## src/rtl/store_spill.sv

```systemverilog
`default_nettype none
// ============================================================================
// Module   : store_spill
// Purpose  : Splits a Memory-stage store into one or two XLEN-aligned write
//            beats when the store crosses an XLEN/8-byte boundary. Each beat
//            carries lane-aligned write data and a byte mask. The pipeline is
//            stalled until every beat of an accepted store has been accepted
//            by memory.
// Revision : 1.0 - initial release
// ============================================================================
module store_spill #(
  parameter int XLEN = 64
) (
  input  logic              clk,
  input  logic              reset,
  input  logic              StoreValidM,
  output logic              StoreReadyM,
  input  logic              FlushM,
  input  logic [XLEN-1:0]   StoreAdrM,
  input  logic [XLEN-1:0]   StoreDataM,
  input  logic [1:0]        StoreSizeM,
  output logic              MemWriteValid,
  input  logic              MemWriteReady,
  output logic [XLEN-1:0]   MemWriteAdr,
  output logic [XLEN-1:0]   MemWriteData,
  output logic [XLEN/8-1:0] MemByteMask,
  output logic              MemSecondBeat,
  output logic              SpillStallM
);

  localparam int B  = XLEN / 8;
  localparam int LB = $clog2(B);
  // Bytes per beat, sized to hold offset + length without overflow.
  localparam logic [LB:0] B_LANES = (LB + 1)'(B);

  typedef enum logic [1:0] {
    IDLE   = 2'd0,
    FIRST  = 2'd1,
    SECOND = 2'd2
  } state_t;

  state_t           state;
  logic [XLEN-1:0]  adr_q;
  logic [XLEN-1:0]  data_q;
  logic [1:0]       size_q;

  logic             accept;
  logic [1:0]       size_in;
  logic [LB-1:0]    off;
  logic [LB:0]      nbytes;
  logic [LB:0]      end_off;
  logic [LB:0]      rem_off;
  logic             spill;
  logic [B-1:0]     mask_base;
  logic [XLEN-1:0]  base_adr;

  assign StoreReadyM = (state == IDLE);
  assign SpillStallM = (state != IDLE);
  assign accept      = StoreValidM & StoreReadyM & ~FlushM;

  // A 32-bit datapath has no doubleword store; fold size 3 onto a word.
  assign size_in = ((XLEN == 32) && (StoreSizeM == 2'd3)) ? 2'd2 : StoreSizeM;

  // Geometry of the captured store: lane offset, length and whether it spills.
  assign off       = adr_q[LB-1:0];
  assign nbytes    = (LB + 1)'(1) << size_q;
  assign end_off   = {1'b0, off} + nbytes;
  assign rem_off   = B_LANES - {1'b0, off};
  assign spill     = (end_off > B_LANES);
  assign mask_base = {B{1'b1}} >> (B_LANES - nbytes);
  assign base_adr  = {adr_q[XLEN-1:LB], {LB{1'b0}}};

  // Request capture and beat sequencing.
  always_ff @(posedge clk) begin
    if (reset) begin
      state  <= IDLE;
      adr_q  <= '0;
      data_q <= '0;
      size_q <= '0;
    end else begin
      case (state)
        IDLE: begin
          if (accept) begin
            state  <= FIRST;
            adr_q  <= StoreAdrM;
            data_q <= StoreDataM;
            size_q <= size_in;
          end
        end
        FIRST: begin
          if (MemWriteReady) begin
            state <= spill ? SECOND : IDLE;
          end
        end
        SECOND: begin
          if (MemWriteReady) begin
            state <= IDLE;
          end
        end
        default: state <= IDLE;
      endcase
    end
  end

  // Beat presentation: decoded from state and captured fields only, so the
  // beat stays stable while memory back-pressures. Idle outputs are zero.
  always_comb begin
    MemWriteValid = 1'b0;
    MemSecondBeat = 1'b0;
    MemWriteAdr   = '0;
    MemWriteData  = '0;
    MemByteMask   = '0;
    case (state)
      FIRST: begin
        MemWriteValid = 1'b1;
        MemWriteAdr   = base_adr;
        MemWriteData  = data_q << {off, 3'b000};
        MemByteMask   = mask_base << off;
      end
      SECOND: begin
        MemWriteValid = 1'b1;
        MemSecondBeat = 1'b1;
        MemWriteAdr   = base_adr + XLEN'(B);
        MemWriteData  = data_q >> {rem_off, 3'b000};
        MemByteMask   = mask_base >> rem_off;
      end
      default: begin
        MemWriteValid = 1'b0;
      end
    endcase
  end

endmodule
`default_nettype wire
```

## config.mk

```make
export PLATFORM = sky130hd
export DESIGN_NAME = store_spill
export DESIGN_NICKNAME = d
export VERILOG_FILES = /design/src/rtl/store_spill.sv
export SDC_FILE = /design/constraint.sdc
export NUM_CORES = 1
export LEC_CHECK = 0
export CAP_MARGIN = 5
export CORE_ASPECT_RATIO = 1.1
export CORE_UTILIZATION = 51
export CTS_CLUSTER_DIAMETER = 40
export CTS_CLUSTER_SIZE = 28
export DETAILED_ROUTE_END_ITERATION = 6
export PLACE_DENSITY = 0.82
export SYNTH_ARGS = -nofsm -noshare
export SYNTH_HDL_FRONTEND = slang
export SYNTH_SLANG_ARGS = --single-unit
```

## constraint.sdc

```tcl
create_clock -name clk -period 4.9 [get_ports clk]
set_clock_uncertainty 0.2 [all_clocks]
set_input_delay 0.98 -clock clk [delete_from_list [all_inputs] [get_ports clk]]
set_output_delay 0.98 -clock clk [all_outputs]
set_load 0.02 [all_outputs]
```

==> results of run 1 <==
layout by cell type (no fill, tap or decap), types with 7 or more instances in the layout:
cell type        instances
o22ai_1                 16
nand2_1                372
ha_1                     8
clkbuf_16               17
nor4_1                   9
dfxtp_1                130
or3_1                   12
o21a_1                  13
nand3_1                 43
a2bb2oi_1                8
a31oi_1                 12
clkdlybuf4s50_1        270
mux2_2                  21
o311ai_0                 7
mux4_2                  30
nor2_1                 104
and2_1                  10
o21ai_0                 49
o32ai_1                  7
or4_1                   13
inv_1                   25
mux2i_1                 75
a22o_1                   7
nand4_1                 29
nor2b_1                 17
a222oi_1                18
nor3_1                  16
a211oi_1                16
a21oi_1                209
buf_4                   39
o211ai_1                12
flip-flops by register name, indices dropped and copies added, names as in the netlist:
register  flops
data_q       64
state         2
size_q        2
adr_q        64
cell usage after synthesis (7+ instances only):
master / number
nor2_1: 108
nor2b_1: 17
dfxtp_1: 132
a2bb2oi_1: 8
inv_1: 26
or3_1: 12
a22o_1: 7
a21oi_1: 209
or4_1: 13
nor4_1: 9
clkbuf_1: 112
a222oi_1: 18
o32ai_1: 7
mux2i_1: 75
ha_1: 9
buf_1: 15
o311ai_0: 7
nand2_1: 372
a211oi_1: 16
o21ai_0: 49
mux2_2: 21
mux4_2: 30
and2_1: 10
o21a_1: 13
a31oi_1: 12
buf_2: 16
o22ai_1: 16
nand3_1: 43
nor3_1: 16
o211ai_1: 12
nand4_1: 29
final cells by class:
| cell class | instances | area share [%] |
|---|---|---|
| multi-input combinational | 1255 | 53.4 |
| timing repair buffer | 313 | 21.2 |
| sequential | 132 | 18.2 |
| clock buffer | 18 | 3.02 |
| tap | 290 | 2.50 |
| clock inverter | 14 | 0.982 |
| inverter | 27 | 0.698 |
layer usage:
metal	global-route usage [%]	wire, um
met1	44.9	16000
met2	63.4	20000
met3	7.83	4060
met4	21.6	2340
met5	0	0
power by group through the flow:
stage	sequential, mW	combinational, mW	clock (mW)
final	1.22	0.621	1.30
after global placement	1.24	0.595	0
after CTS	1.22	0.609	1.30
after floorplan	1.20	0.393	0
after detailed placement	1.24	0.606	0
after global routing	1.23	0.666	1.35
worst register-to-register path, delay by kind of cell (launching register included):
| kind | cells | cell delay, ns |
|---|---|---|
| simple gates | 3 | 0.95 |
| buf+inv | 2 | 0.50 |
| flops | 1 | 0.34 |
| fa+ha+maj | 1 | 0.32 |
| compound gates | 1 | 0.17 |
logic make-up after synthesis:
logic type / after synthesis / share of synthesized area [%]
AOI/OAI and AO/OA: 446 / 25.6
xor gates and xnor gates: 7 / 0.555
adders and majority gates: 11 / 1.29
buffers and inverters: 176 / 6.32
DFF: 132 / 23.9
muxes: 126 / 15.0
other: 1 / 0.0339
and+or+nand+nor: 662 / 27.2
worst max path at each step:
stage / endpoint / slack [ns] / depth (start not counted)
after global placement: MemByteMask[7] / 0.79 / 8
after global routing: MemByteMask[7] / 0.04 / 8
after detailed placement: MemByteMask[7] / 0.69 / 8
after floorplan: MemWriteData[3] / 0.55 / 11
after CTS: MemByteMask[7] / 0.23 / 8
final: MemByteMask[7] / 0.14 / 8
==> impl_metrics.tcl, run 1 <==
set metrics [dict create \
    power_density_nw_per_um2 217 \
    n_fill_cell 1881 \
    ys_top_cells_by_area "dfxtp_1 (24%), nand2_1 (13%), a21oi_1 (9.5%)" \
    grt_max_degree 101 \
    hold_buffers 0 \
    place.gp.congestion 0.978 \
    synth_top_area_cell "dfxtp_1" \
    num_vias 13200 \
    cts_max_level 4 \
    pwr-share-comb_pct 19.7 \
    maxCapViolations 0 \
    wl_per_cell_um 20.7 \
    syn_area_um2 11100 \
    hold-path-endpoint "adr_q[59]" \
    rsz0062_at_grt "false" \
    cp_num_buf_inv 3 \
    switching_share_pct 32.3 \
    power.internal_mw 2.13 \
    slew_headroom_pct 33.1 \
    clock_path_buffers 2 \
    dr.pass1.iters 7 \
    first_global_vias 12300 \
    cts.sinks 132 \
    antenna_found_initial 0 \
    crit_path_cell_trace "buf_12 > o21ba_2 > mux2i_1 > nand2b_1 > nor4_2 > buf_4 > a32o_1 > clkdlybuf4s50_1" \
    cp.required_ns 3.72 \
    max-vdd-ir-drop_v 0.000227 \
    num_io_pins 275 \
    start_util_pct 51.9 \
    final_core_util_pct 68.2 \
    ff_latch_area_um2 2650 \
    hold_depth 2 \
    yosys_warnings 0 \
    setup.worst_path.start "adr_q[0]" \
    finalWorstSetupSlack_ns 0.138 \
    port_buffers 271 \
    start_kind "flop" \
    worst_pin_slew_ns 0.999 \
    drt_iter0_drc 1524 \
    n_antenna_cell 0 \
    pre_cts_slack_ns 0.693 \
    fin_cells 2049 \
    hpwlAfterDp_mm 29.5 \
    endpoint_kind "output port" \
    syn2layout_area_growth_pct 31.4 \
    synth_seq_area_share_pct 23.9 \
    synth_cell_types 75 \
    grt_pass1_wl_mm 65.8 \
    crit_family "buffers and inverters" \
    design_area_um2 14500 \
    grt_overflow 0 \
    num_rows 56 \
    synth_top_area_share_pct 23.9 \
    hp-class "reg2reg" \
    synthCells 1561 \
    hold_viol_final 0 \
    ys_seq_elements 132 \
    cts_tree "built" \
    drive_gt1_share_pct 8.75 \
    hp-start "adr_q[59]" \
    r2r-end "data_q[25]" \
    path_class "reg2out" \
    postCtsSetupBuffers 0 \
    ys.flop_type "dfxtp_1" \
    crit_path_max_fanout 100 \
    outcome "finished, violations left" \
    placed_cells_incl_taps 2017 \
    power_mw 3.15 \
    fmaxAchievable_mhz 210 \
    root_buffer "clkbuf_16" \
    grt.total_usage_pct 37.8 \
    multi_input_area_um2 7750 \
    fin_setup_tns_ns 0 \
    arrival_ns 3.58 \
    die-area_um2 22300 \
    core_um2 21300 \
    dieHeight_um 156 \
    viasPerCell 6.45 \
    p_clk_share_pct 41.4 \
    dpl-instance-area_um2 13900 \
    whs_ns 0.295 \
    worstSkewPairLatency_ns 0.44 \
    fp.dieW_um 142 \
    cts_buffers 17 \
    drc 25 \
    p_leak_nw 4.63 \
    clk_pin_slew_ns 0.06 \
    async_flop_share_pct 0 \
    cp_slowest_cell "nor4_2" \
    timing.rr.start "state[0]" \
    final.period_utilization_pct 97.2 \
    drtAntennaViolNets 0 \
    timing.final.crit_period_ns 4.76 \
    finalWirelength_mm 42.5 \
    seqPwrFrac_pct 38.9 \
    critical_path.max_stage_delay_ns 0.74 \
    violations "DRC" \
    avgSynthCellArea_um2 7.08 \
    setup_viol 0 \
    cts_resized 0 \
    worst-r2r-cell-count 7 \
    p_sw_mw 1.02 \
    synth-edff-count 0 \
    slew_violations 0 \
    layout.nets 1891 \
    ff2ff_setup_slack_ns 2.37 \
]
Power figures use the tool's default switching activity.
==> run 2, diff against run 1 <==
--- a/config.mk
+++ b/config.mk
@@ -13,3 +13,3 @@
 export DETAILED_ROUTE_END_ITERATION = 6
-export PLACE_DENSITY = 0.82
+export PLACE_DENSITY = 0.81
 export SYNTH_ARGS = -nofsm -noshare
--- a/constraint.sdc
+++ b/constraint.sdc
@@ -4,2 +4,2 @@
 set_output_delay 0.98 -clock clk [all_outputs]
-set_load 0.02 [all_outputs]
+set_load 0.005 [all_outputs]
==> impl_metrics.tcl, run 2 (synthesized netlist as in run 1, its figures left out) <==
set metrics [dict create \
    cts_max_level 4 \
    clk_pin_slew_ns 0.06 \
    clock_path_buffers 2 \
    antenna_found_initial 1 \
    die-area_um2 22300 \
    fmaxAchievable_mhz 213 \
    switching_share_pct 30.2 \
    hold_viol_final 0 \
    grt_max_degree 159 \
    seqPwrFrac_pct 37.5 \
    mostFrequentLayoutCells "nand2_1 (372), clkdlybuf4s50_1 (270), a21oi_1 (209)" \
    drtAntennaViolNets 0 \
    slew_violations 0 \
    grt.total_usage_pct 37.9 \
    max-vdd-ir-drop_v 0.000221 \
    p_leak_nw 4.68 \
    finalWirelength_mm 43.0 \
    final.period_utilization_pct 96.0 \
    place.gp.congestion 1.02 \
    power_mw 3.27 \
    setup_viol 0 \
    hpwlAfterDp_mm 29.9 \
    endpoint_kind "output port" \
    start_kind "flop" \
    num_vias 13200 \
    num_io_pins 275 \
    postCtsSetupBuffers 0 \
    core_um2 21300 \
    worstSkewPairLatency_ns 0.43 \
    n_antenna_cell 0 \
    root_buffer "clkbuf_16" \
    num_rows 56 \
    viasPerCell 6.46 \
    hold_buffers 0 \
    ff2ff_setup_slack_ns 2.23 \
    path_class "reg2out" \
    pwr-share-comb_pct 18.8 \
    grt_overflow 0 \
    dr.pass1.iters 7 \
    multi_input_area_um2 7750 \
    reg_top3 "adr_q: 64 flops, data_q: 64 flops" \
    outcome "finished, final reports clean" \
    drc 0 \
    power.internal_mw 2.28 \
    crit_path_max_fanout 29 \
    ff_latch_area_um2 2650 \
    cts_tree "built" \
    wl_per_cell_um 21.0 \
    n_fill_cell 1825 \
    drt_iter0_drc 1518 \
    arrival_ns 3.52 \
    power_density_nw_per_um2 224 \
    drive_gt1_share_pct 8.75 \
    fin_setup_tns_ns 0 \
    rsz0062_at_grt "false" \
    dieHeight_um 156 \
    worst_pin_slew_ns 0.988 \
    syn2layout_area_growth_pct 32.2 \
    cts_resized 0 \
    first_global_vias 12100 \
    layout.nets 1892 \
    slew_headroom_pct 33.9 \
    grt_pass1_wl_mm 65.4 \
    cts.sinks 132 \
    fp.dieW_um 142 \
    cp.required_ns 3.72 \
    port_buffers 271 \
    final_core_util_pct 68.6 \
    start_util_pct 51.9 \
    cts_buffers 17 \
    final_common_cell "nand2_1" \
    timing.final.crit_period_ns 4.70 \
    p_sw_uw 987 \
    p_clk_share_pct 43.8 \
    hp-class "reg2reg" \
    maxCapViolations 0 \
]
-- run 2: cell types whose count changed in the layout (fill, tap and decap cells not counted), sizes merged --
cell,before,now
clkbuf,18,19
bufinv,1,4
inv,33,28
buf,43,44
clkinvlp,5,2
clkinv,2,6
-- run 2: through the flow --
step / hold WS [ns] / instance area [um^2] / std cells / setup WS (ns)
finish: 0.286 / 14600 / 2050 / 0.197
global route: 0.320 / 14600 / 2050 / 0.133
CTS: 0.285 / 14600 / 2050 / 0.309
detailed placement: 0.275 / 14000 / 2018 / 0.761
global placement: 0.263 / 14000 / 2018 / 0.890
floorplan: 0.250 / 11100 / 1563 / 0.625
-- run 2: layout make-up --
cell class,instances,area share [%]
tap,290,2.48
sequential,132,18.1
clock buffer,19,3.03
inverter,27,0.693
timing repair buffer,314,21.3
multi-input combinational,1255,53.1
clock inverter,13,1.36
-- run 2: power by group through the flow --
stage                     clock network [mW]  registers [mW]  logic, mW
final                                   1.43            1.23      0.613
after global routing                    1.48            1.23      0.658
after detailed placement                   0            1.24      0.600
after CTS                               1.44            1.22      0.603
after floorplan                            0            1.20      0.383
after global placement                     0            1.24      0.592
-- run 2: worst paths after layout --
path             start              to  cells past startpoint
max           adr_q[0]  MemByteMask[7]                      9
min          adr_q[34]       adr_q[34]                      2
max reg2reg   adr_q[0]        state[1]                      5
min reg2reg  adr_q[34]       adr_q[34]                      2
-- run 2: critical path: stages (launching register included) --
cell             delay (ns)
dfxtp_4                0.35
inv_1                  0.08
buf_4                  0.35
ha_1                   0.33
mux2i_1                0.14
nand2b_1               0.22
nor4_2                 0.68
buf_4                  0.28
a32o_1                 0.17
clkdlybuf4s50_1        0.51
-- run 2: metal layers --
metal	part of all wire, %	global-route usage, %	vias to the layer above
li1	-	-	6051
met1	38	45.0	6200
met2	47	63.3	827
met3	10	7.74	160
met4	5.5	21.9	0
met5	0	0	-
==> run 3, diff against run 2 <==
Settings changed: TNS_END_PERCENT set to 50.
==> results of run 3 <==
No change in the layout: final DEF, timing and power equal those of run 2.
